[src/rtl/instr_fetch_pkg.sv]
`default_nettype none
// ============================================================================
// Module   : instr_fetch_pkg
// Purpose  : Shared types and defaults for the instruction fetch controller.
//            Holds the fetch FSM state encoding, the default reset PC and the
//            helper that sizes the optional fetch timeout counter.
// Revision : 1.0 - initial release
// ============================================================================
package instr_fetch_pkg;

  typedef enum logic [1:0] {
    IF_IDLE = 2'd0,
    IF_REQ  = 2'd1,
    IF_ERR  = 2'd2
  } if_state_t;

  localparam logic [31:0] DEF_RESET_PC       = 32'h0000_3000;
  localparam int          DEF_TIMEOUT_CYCLES = 16;

  // Counter must be able to hold the value TIMEOUT_CYCLES itself.
  function automatic int tmo_cnt_width(input int cycles);
    return (cycles < 1) ? 1 : $clog2(cycles + 1);
  endfunction

  localparam int DEF_TMO_CNT_W = tmo_cnt_width(DEF_TIMEOUT_CYCLES);

endpackage
`default_nettype wire

[src/rtl/fetch_timeout_cnt.sv]
`default_nettype none
// ============================================================================
// Module   : fetch_timeout_cnt
// Purpose  : Counts request cycles that pass without acknowledge and flags
//            the cycle in which the count would reach LIMIT.
// Ports    : CLK_I      - clock
//            Reset_N_I  - asynchronous active-low reset
//            Clear_I    - hold counter at zero (controller idle)
//            Enable_I   - one REQ cycle elapsed without acknowledge
//            Limit_O    - this un-acknowledged cycle is the LIMIT-th one
// Revision : 1.0 - initial release
// ============================================================================
module fetch_timeout_cnt #(
  parameter int WIDTH = 5,
  parameter int LIMIT = 16
) (
  input  logic CLK_I,
  input  logic Reset_N_I,
  input  logic Clear_I,
  input  logic Enable_I,
  output logic Limit_O
);

  logic [WIDTH-1:0] r_cnt;

  always_ff @(posedge CLK_I or negedge Reset_N_I) begin
    if (!Reset_N_I) begin
      r_cnt <= '0;
    end else if (Clear_I) begin
      r_cnt <= '0;
    end else if (Enable_I) begin
      r_cnt <= r_cnt + 1'b1;
    end
  end

  // Flag one cycle early so the controller leaves REQ on the edge that would
  // make the count equal LIMIT; an acknowledge in that cycle keeps Enable_I low.
  assign Limit_O = Enable_I && (r_cnt == WIDTH'(LIMIT - 1));

endmodule
`default_nettype wire

[src/rtl/instr_fetch.sv]
`default_nettype none
// ============================================================================
// Module   : instr_fetch
// Purpose  : Instruction fetch controller for the multi-cycle MIPS-C datapath.
//            Owns the PC, reads the word at PC from instruction memory over a
//            req/ack handshake, pulses IRWrite_O for one cycle with the word
//            and advances the PC.
// Ports    : CLK_I, Reset_N_I (async active-low)
//            Fetch_I, PCWrite_I, NPC_I           - control unit side
//            Mem_Req_O, Mem_Addr_O, Mem_Ack_I,
//            Mem_Data_I                          - instruction memory side
//            IRWrite_O, IRData_O                 - instruction register side
//            PC_O, PC4_O, Busy_O, Err_O          - status
// Config   : FETCH_TIMEOUT_EN - when defined, a request left unacknowledged
//            for TIMEOUT_CYCLES cycles is abandoned and the controller enters
//            ERR. When undefined, REQ waits indefinitely.
// Revision : 1.0 - initial release
// ============================================================================
module instr_fetch
  import instr_fetch_pkg::*;
#(
  parameter logic [31:0] RESET_PC       = DEF_RESET_PC,
  parameter int          TIMEOUT_CYCLES = DEF_TIMEOUT_CYCLES
) (
  input  logic        CLK_I,
  input  logic        Reset_N_I,
  input  logic        Fetch_I,
  input  logic        PCWrite_I,
  input  logic [31:0] NPC_I,
  output logic        Mem_Req_O,
  output logic [31:0] Mem_Addr_O,
  input  logic        Mem_Ack_I,
  input  logic [31:0] Mem_Data_I,
  output logic        IRWrite_O,
  output logic [31:0] IRData_O,
  output logic [31:0] PC_O,
  output logic [31:0] PC4_O,
  output logic        Busy_O,
  output logic        Err_O
);

  if_state_t   r_state, w_state_nxt;
  logic [31:0] r_pc, w_pc_nxt;
  logic [31:0] r_addr, w_addr_nxt;
  logic [31:0] r_ir_data, w_ir_data_nxt;
  logic        r_ir_write, w_ir_write_nxt;
  logic        r_pc_written, w_pc_written_nxt;  // PCWrite seen during this fetch
  logic [31:0] w_eff_addr;
  logic        w_tmo_hit;

`ifdef FETCH_TIMEOUT_EN
  localparam int TMO_CNT_W = tmo_cnt_width(TIMEOUT_CYCLES);

  // Clearing while idle guarantees a zero count on every entry into REQ.
  fetch_timeout_cnt #(
    .WIDTH (TMO_CNT_W),
    .LIMIT (TIMEOUT_CYCLES)
  ) u_tmo (
    .CLK_I     (CLK_I),
    .Reset_N_I (Reset_N_I),
    .Clear_I   (r_state == IF_IDLE),
    .Enable_I  ((r_state == IF_REQ) && !Mem_Ack_I),
    .Limit_O   (w_tmo_hit)
  );
`else
  logic w_unused_tmo;
  assign w_unused_tmo = (TIMEOUT_CYCLES > 0);
  assign w_tmo_hit    = 1'b0;
`endif

  // A same-cycle PCWrite redirects the fetch to the new PC.
  assign w_eff_addr = PCWrite_I ? NPC_I : r_pc;

  always_ff @(posedge CLK_I or negedge Reset_N_I) begin
    if (!Reset_N_I) begin
      r_state      <= IF_IDLE;
      r_pc         <= RESET_PC;
      r_addr       <= RESET_PC;
      r_ir_data    <= '0;
      r_ir_write   <= 1'b0;
      r_pc_written <= 1'b0;
    end else begin
      r_state      <= w_state_nxt;
      r_pc         <= w_pc_nxt;
      r_addr       <= w_addr_nxt;
      r_ir_data    <= w_ir_data_nxt;
      r_ir_write   <= w_ir_write_nxt;
      r_pc_written <= w_pc_written_nxt;
    end
  end

  always_comb begin
    w_state_nxt      = r_state;
    w_pc_nxt         = r_pc;
    w_addr_nxt       = r_addr;
    w_ir_data_nxt    = r_ir_data;
    w_ir_write_nxt   = 1'b0;
    w_pc_written_nxt = r_pc_written;

    case (r_state)
      IF_IDLE: begin
        if (PCWrite_I) w_pc_nxt = NPC_I;
        if (Fetch_I) begin
          if (w_eff_addr[1:0] == 2'b00) begin
            w_addr_nxt       = w_eff_addr;
            w_pc_written_nxt = 1'b0;
            w_state_nxt      = IF_REQ;
          end else begin
            w_state_nxt      = IF_ERR;
          end
        end
      end
      IF_REQ: begin
        // Redirects land in PC at once; the outstanding address never moves.
        if (PCWrite_I) begin
          w_pc_nxt         = NPC_I;
          w_pc_written_nxt = 1'b1;
        end
        if (Mem_Ack_I) begin
          w_ir_data_nxt  = Mem_Data_I;
          w_ir_write_nxt = 1'b1;
          w_state_nxt    = IF_IDLE;
          if (!PCWrite_I && !r_pc_written) w_pc_nxt = r_addr + 32'd4;
        end else if (w_tmo_hit) begin
          w_state_nxt    = IF_ERR;
        end
      end
      IF_ERR: begin
        if (PCWrite_I) begin
          w_pc_nxt    = NPC_I;
          w_state_nxt = IF_IDLE;
        end
      end
      default: w_state_nxt = IF_IDLE;
    endcase
  end

  assign Mem_Req_O  = (r_state == IF_REQ);
  assign Busy_O     = (r_state == IF_REQ);
  assign Err_O      = (r_state == IF_ERR);
  assign Mem_Addr_O = r_addr;
  assign IRWrite_O  = r_ir_write;
  assign IRData_O   = r_ir_data;
  assign PC_O       = r_pc;
  assign PC4_O      = r_pc + 32'd4;

endmodule
`default_nettype wire

[config.mk]
export PLATFORM = sky130hd
export DESIGN_NAME = instr_fetch
export DESIGN_NICKNAME = d
export VERILOG_FILES = /design/src/rtl/instr_fetch_pkg.sv /design/src/rtl/fetch_timeout_cnt.sv /design/src/rtl/instr_fetch.sv
export SDC_FILE = /design/constraint.sdc
export NUM_CORES = 1
export LEC_CHECK = 0
export BUFFER_PORTS_ARGS = -buffer_cell sky130_fd_sc_hd__buf_4
export CORE_AREA = 5 5 139 101
export CTS_BUF_LIST = sky130_fd_sc_hd__clkbuf_16
export CTS_CLUSTER_DIAMETER = 50
export DETAILED_ROUTE_END_ITERATION = 6
export DIE_AREA = 0 0 144 106
export GPL_TIMING_DRIVEN = 0
export HOLD_SLACK_MARGIN = 0.1
export PLACE_DENSITY = 0.68
export SLEW_MARGIN = 10
export SYNTH_ARGS = -nofsm -noshare
export SYNTH_HDL_FRONTEND = slang
export SYNTH_SLANG_ARGS = --single-unit
[constraint.sdc]
create_clock -name CLK_I -period 2.2 [get_ports CLK_I]
set_clock_uncertainty 0.05 [all_clocks]
set_input_delay 0.55 -clock CLK_I [delete_from_list [all_inputs] [get_ports CLK_I]]
set_output_delay 0.55 -clock CLK_I [all_outputs]
set_load 0.02 [all_outputs]
==> metrics.md, run 1 <==
| Metric | Value |
|---|---|
| Cell leakage power | 3.708 nW |
| Routed WL per cell | ~20 µm |
| Port-buffer cells | 199 |
| Total of max-cap violations | 0 |
| Global-route wire length before repair | 28,980 µm |
| Post-DRT Antenna Nets | 0 |
| Ys flop type | dfrtp_1 |
| Clk slew on worst S/H paths | 0.08 ns |
| Placed cell area | 0.007129 mm² |
| Post-synth EDFFs | 0 |
| Post-DP HPWL | 13,620 µm |
| Status | finished with violations |
| Tcrit/Tclk final | 119.6% |
| CP Launch Type | register |
| Unrepaired setup endpoints after global routing | yes |
| Final setup vio count | 24 |
| Critical path class | register to output port |
| Synth warn | 0 |
| # H-tree levels | 3 |
| Nets | 851 |
| CTS root buffer | clkbuf_16 |
| Tmin final | ~2.6 ns |
| Synthesized area per cell | between 9 and 10 µm² |
| Num CTS Buffers | 9 |
| Slew headroom | 44.23% |
| Worst-Margin Slew | 0.8365 ns |
| Top cells by count, synth | dfrtp_1, nand2_1, o21ai_0 |
| First-pass DRT Iterations | 5 |
| Worst-path maximum fanout | 4 |
| Post-synthesis cell count | 530 |
| Total GRT Usage | 24.28% |
| Worst hold path class | primary input to register |
| # rows | 35 |
| Yosys reg bits | 100 |
| Crit end category | output port |
| Mapped Area | 0.005291 mm² |
| Die Height | 106 µm |
| Layout area overhead | 51.29% |
| Ys async rst share | 100.0% |
| DRC Markers | 0 |
| Total global routing overflow | 0 |
| Max IR drop VDD | 0.0005702 V |
| Detailed Route Iter0 Violations | roughly 360 |
| Initial Util | 41.52% |
| Distinct cells, synth | 40 |
| Vias in the first global route | 5,323 |
| Pin count of the biggest net entering global routing | 101 |
| GPL Wtd Cong | 0.8611 |
| Failing checks | setup timing |
| Slew Limit Fails | 0 |
| Minimum setup slack after placement | -0.3630 ns |
| CTS tree | done |
| Synth area leader | dfrtp_1 |
| Critical Path AT | about 2 ns |
| Drt total wl | approximately 19,000 µm |
| Worst hold slack | 0.3829 ns |
| Final Cell Area | 0.008005 mm² |
| Req. time, crit path | 1.60 ns |
| Pwr dens | 1184 mW/mm² |
| Sequential area share after synthesis | 47.39% |
| N_diodes | 0 |
| Design Power | 9.480 mW |
| Die X | about 140 µm |
| Final hold vios | 0 |
| Clk buf depth | 2 |
| Layout cells sized above 1 | 49.55% |
| Core Area | roughly 0.013 mm² |
| Final worst setup slack | -0.4308 ns |
| Die area | 0.01526 mm² |
| Largest cells by area after synthesis | dfrtp_1, xnor2_1, mux2_2 |
| Syn nets | 601 |
| Boundary Pins | 201 |
| Clk_lat worst skew | approximately 0.35 ns |
| Vias per Instance | 5.468 |
| Most common cell in the synthesized netlist | dfrtp_1 |
| Initial antenna violation count | 0 |
| Vias | 5,200 |
| Fmax | between 0.3 and 0.4 GHz |
| Post-synth top area share | 45.40% |
| Clock Sinks | 100 |
## where the power goes
| group | internal (mW) | switching, mW | total (mW) |
|---|---|---|---|
| Clock | 0.891 | 0.741 | 1.63 |
| Sequential | 2.57 | 0.803 | 3.37 |
| Combinational | 2.07 | 2.41 | 4.48 |
| Total | 5.53 | 3.95 | 9.48 |
## critical path, stage by stage, from the launching register on
cell	delay, ns
dfstp_2	0.54
and3_4	0.18
nand4_1	0.10
buf_6	0.17
buf_4	0.13
nor4_2	0.20
xnor2_1	0.17
buf_4	0.18
## layer usage
metal	track usage, %	share of wire, %	vias to the layer above
met1	34.84	43	2520
met4	5.780	1.8	0
met2	36.19	45	269
li1	-	-	2378
met3	7.014	10	33
met5	0	0	-
## path summary, 6_finish.rpt
kind	slack (ns)	start	depth (start not counted)	endpoint
max in group asynchronous	0.88	Reset_N_I	3	PC_O[18]
setup / recovery	-0.43	PC_O[13]	7	PC4_O[23]
hold / removal	0.38	Mem_Data_I[7]	2	IRData_O[7]
hold reg to reg	0.46	IRData_O[26]	1	IRData_O[26]
setup reg to reg	0.07	Mem_Addr_O[6]	7	PC_O[28]
min in group asynchronous	0.54	Reset_N_I	2	IRData_O[7]
## flip-flops by register name, summed over array words and instances (netlist names)
| register | flops |
|---|---|
| r_pc_written | 1 |
| IRData_O | 32 |
| Mem_Addr_O | 32 |
| r_state | 2 |
| IRWrite_O | 1 |
| PC_O | 32 |
## logic make-up (layout without fill, tap and decap cells)
| logic type | after synthesis | count (layout) | share of synthesized area, % |
|---|---|---|---|
| XOR/XNOR | 55 | 55 | 9.104 |
| flip-flops | 100 | 100 | 47.39 |
| AND/OR/NAND/NOR | 162 | 162 | 15.82 |
| adder cells (fa/ha/maj) | 2 | 2 | 0.4728 |
| buffers and inverters | 43 | 298 | 3.476 |
| multiplexers | 62 | 62 | 12.51 |
| AO/OA/AOI/OAI | 106 | 106 | 11.23 |
## cells in the final DEF, fill, tap and decap left out, drive strengths merged, types with 2 or more instances in the layout
master	n
buf	256
dfrtp	96
nand2	59
o21ai	51
xnor2	44
mux2	33
mux2i	29
clkbuf	26
a21oi	21
nor2	21
o22ai	19
nand3	19
nand4	18
xor2	11
inv	10
a22oi	9
nor3	9
and2	8
and3	7
nor4	6
and4	5
dfstp	4
or3	3
nor2b	3
a32oi	2
clkinvlp	2
clkinv	2
ha	2
## repair_timing
| action | CTS | global route |
|---|---|---|
| hold buffers | 0 | 1 |
| buffers inserted | 25 | 19 |
| endpoints found under the setup margin | 35 | 96 |
| resized for setup | 36 | 48 |
| endpoints found under the hold margin | 0 | 11 |
| pin swaps | 18 | 21 |
| cloned | 0 | 0 |
## cell type report
type	count	area, µm²
plain buffers	30	148.9
clock buffers	9	225.2
clock inverters	7	75.07
fillers	1075	4738
inverters	8	30.03
multi-input cells	387	2902
flip-flops and latches	100	2531
well taps	166	207.7
repair buffers	244	1886
## per-stage QoR
step | utilization (%) | std cells | setup TNS, ns
2_1_floorplan | - | 530 | -0.3248
3_3_place_gp | 55.95 | 895 | -13.28
3_5_place_dp | 55.95 | 895 | -14.34
4_1_cts | 60.60 | 933 | -6.290
5_1_grt | 62.82 | 951 | -9.027
6_report | 62.82 | 951 | -6.852
Note: power is estimated with default switching activity, not from simulation.
==> inputs of run 2 (changes only) <==
--- a/config.mk
+++ b/config.mk
@@ -13,6 +13,7 @@
 export DIE_AREA = 0 0 144 106
 export GPL_TIMING_DRIVEN = 0
 export HOLD_SLACK_MARGIN = 0.1
+export MAX_ROUTING_LAYER = met4
 export PLACE_DENSITY = 0.68
 export SLEW_MARGIN = 10
 export SYNTH_ARGS = -nofsm -noshare
==> constraint.sdc (replaced) <==
create_clock -name CLK_I -period 2.2 [get_ports CLK_I]
set_clock_uncertainty 0.05 [all_clocks]
set_input_delay 0.11 -clock CLK_I [delete_from_list [all_inputs] [get_ports CLK_I]]
set_output_delay 0.11 -clock CLK_I [all_outputs]
set_load 0.02 [all_outputs]
==> run 2 against run 1 <==
Effect of this change: the flow still finishes with violations (setup timing); critical path depth up 1; register-to-register slack better by 0.04 ns; setup slack better by 0.41 ns; non-clock buffer count up 33; sequential cell count unchanged; die area unchanged; global-route usage up 1.2 points.
==> metrics.md, run 2 (same netlist as run 1, synthesis figures left out) <==
| Metric | Value |
|---|---|
| Commonest cells after routing, fill and taps aside | buf_4, dfrtp_1, dlygate4sd3_1 (was buf_4, dfrtp_1, nand2_1) |
| Clk_lat worst skew | 0.35 ns (about the same) |
| Design Power | 9.562 mW (was 9.480 mW) |
| Nets | 884 (was 851) |
| DRC Markers | 0 (unchanged) |
| Worst-path maximum fanout | 8 (was 4) |
| Layout area overhead | 55.36% (was 51.29%) |
| Post-DP HPWL | 13,460 µm (was 13,620 µm) |
| Pwr dens | 1163 mW/mm² (was 1184 mW/mm²) |
| Critical Path Slowest Stage Cell | dfstp_2 (unchanged) |
| Final setup vio count | 1 (was 24) |
| First-pass DRT Iterations | 5 (unchanged) |
| Drt total wl | 19,020 µm (was 18,750 µm) |
| Post-DRT Antenna Nets | 0 (unchanged) |
| Global-route wire length before repair | 29,610 µm (was 28,980 µm) |
| Commonest non-fill, non-tap cell in the layout | buf_4 (unchanged) |
| Vias per Instance | 5.444 (was 5.468) |
| # H-tree levels | 3 (unchanged) |
| Crit path largest cell delay | 0.54 ns (about the same) |
| Worst hold slack | 0.1080 ns (was 0.3829 ns) |
| Total of max-cap violations | 0 (unchanged) |
| Clk slew on worst S/H paths | 0.07 ns (was 0.08 ns) |
| CP cell instances | and3_4, nand4_1, buf_6, nor2_4, buf_4, nand3_1, xnor2_1, buf_4 (was and3_4, nand4_1, buf_6, buf_4, nor4_2, xnor2_1, buf_4) |
| Tcrit/Tclk final | 100.9% (was 119.6%) |
| Total global routing overflow | 0 (unchanged) |
| Final Cell Area | 0.008220 mm² (was 0.008005 mm²) |
| Worst hold path class | primary input to register (unchanged) |
| Post-Layout Cell Count | 984 (was 951) |
| Status | finished with violations (unchanged) |
| Crit end category | output port (unchanged) |
| Vias | 5,357 (was 5,200) |
| Die area | 0.01526 mm² (unchanged) |
| CTS root buffer | clkbuf_16 (unchanged) |
| Failing checks | setup timing (unchanged) |
| Crit-path leading delay family | simple AND/OR/NAND/NOR gates (was flip-flops) |
| Cell leakage power | 3.712 nW (was 3.708 nW) |
| Placed cell area | 0.006993 mm² (was 0.007129 mm²) |
| Clk buf depth | 2 (unchanged) |
| CP Launch Type | register (unchanged) |
| Core Area | 0.01274 mm² (unchanged) |
| Detailed Route Iter0 Violations | 342 (was 362) |
| Clock Sinks | 100 (unchanged) |
| Final worst setup slack | -0.02063 ns (was -0.4308 ns) |
| Max IR drop VDD | 0.0005327 V (was 0.0005702 V) |
| Critical Path Most Common Cell | buf_4 (unchanged) |
| Num CTS Buffers | 9 (unchanged) |
| Final hold vios | 0 (unchanged) |
| Filler Cells Inserted | 1,004 (was 1,075) |
| Initial antenna violation count | 0 (unchanged) |
| Worst-Margin Slew | 0.8283 ns (was 0.8365 ns) |
| Buf/Inv on CP | 3 (unchanged) |
| Vias in the first global route | 5,360 (was 5,323) |
| N_diodes | 0 (unchanged) |
| # rows | 35 (unchanged) |
| CTS tree | done (unchanged) |
| Critical path class | register to output port (unchanged) |
| Slew Limit Fails | 0 (unchanged) |
| Port-buffer cells | 199 (unchanged) |
| Total negative slack | -0.02063 ns (was -6.852 ns) |
| Req. time, crit path | 2.04 ns (was 1.60 ns) |
| Boundary Pins | 201 (unchanged) |
| Pin count of the biggest net entering global routing | 101 (unchanged) |
| Routed WL per cell | 19.33 µm (was 19.71 µm) |
| GPL Wtd Cong | 0.8483 (was 0.8611) |
| Tmin final | 2.221 ns (was 2.631 ns) |
| Initial Util | 41.52% (unchanged) |
| Fmax | 0.4503 GHz (was 0.3801 GHz) |
| Unrepaired setup endpoints after global routing | yes (unchanged) |
| Die Height | 106 µm (unchanged) |
| Slew headroom | 44.78% (was 44.23%) |
| Total GRT Usage | 25.49% (was 24.28%) |
| Die X | 144 µm (unchanged) |
| Layout cells sized above 1 | 39.49% (was 49.55%) |
| Critical Path AT | 2.06 ns (was 2.03 ns) |
| Cell total after placement | 895 (unchanged) |
run 2: changes by cell type in the layout (fill, tap and decap cells not counted), moves of 3 or more:
| cell | before | now |
|---|---|---|
| nor2_4 | 4 | 1 |
| nor3_2 | 1 | 4 |
| dlygate4sd3_1 | 1 | 67 |
| dfrtp_2 | 19 | 13 |
| xnor2_2 | 18 | 1 |
| nand3_1 | 14 | 17 |
| nand2_1 | 53 | 57 |
| buf_4 | 239 | 209 |
| nor2_2 | 1 | 4 |
| dfrtp_1 | 77 | 83 |
| xnor2_1 | 26 | 43 |
| buf_6 | 5 | 2 |
run 2: per-layer routing:
layer,up-vias,part of all wire (%),wire [µm],track usage [%]
met5,-,0,0,-
met4,0,1.1,217,4.973
met3,19,8.4,1600,5.621
met2,257,47,8981,39.41
met1,2631,43,8219,34.88
li1,2450,-,-,-
run 2: metrics by stage:
step	setup WS [ns]	utilization, %
floorplan	0.1387	-
global placement	-0.03078	54.87
detailed placement	-0.09005	54.87
CTS	-0.01788	63.16
global route	-0.1007	64.51
finish	-0.02063	64.51
run 2: worst register-to-register path, cell delays in order (launching register included):
cell,delay (ns)
dfrtp_1,0.44
ha_1,0.25
nand4_1,0.17
or3_1,0.34
buf_2,0.19
nor4_4,0.28
xnor2_1,0.15
a21oi_1,0.09
run 2: final cells by class:
class                      instances  area, µm²  share of cell area (%)
buffer                            31      151.4                   1.842
clock buffer                       9      225.2                   2.740
clock inverter                     7      116.4                   1.416
inverter                           8      30.03                  0.3653
multi-input combinational        387       2699                   32.83
sequential                       100       2524                   30.70
tap                              166      207.7                   2.527
timing repair buffer             276       2267                   27.58
run 2: final timing paths:
kind	slack (ns)	cells after the start	end	from
max	-0.02	8	PC4_O[24]	PC_O[13]
min	0.11	4	r_state[1]	Fetch_I
max reg2reg	0.11	7	PC_O[28]	Mem_Addr_O[2]
min reg2reg	0.46	1	IRData_O[25]	IRData_O[25]
max in group asynchronous	0.79	4	PC_O[20]	Reset_N_I
min in group asynchronous	0.62	3	IRData_O[4]	Reset_N_I
run 2: report_power, final:
part / switching [mW] / internal [mW] / total, mW / leakage (nW)
clock: 0.725 / 1.11 / 1.84 / 0.171
combinational: 2.33 / 1.97 / 4.29 / 2.35
sequential: 0.868 / 2.57 / 3.43 / 1.19
total: 3.92 / 5.64 / 9.56 / 3.71
run 2: what timing repair did:
| item | 4_1_cts | 5_1_grt |
|---|---|---|
| gates resized for setup | 20 | 40 |
| setup endpoints to repair | 33 | 98 |
| hold endpoints to repair | 190 | 9 |
| hold buffers | 66 | 1 |
| pin swaps | 2 | 5 |
| setup buffers | 3 | 6 |
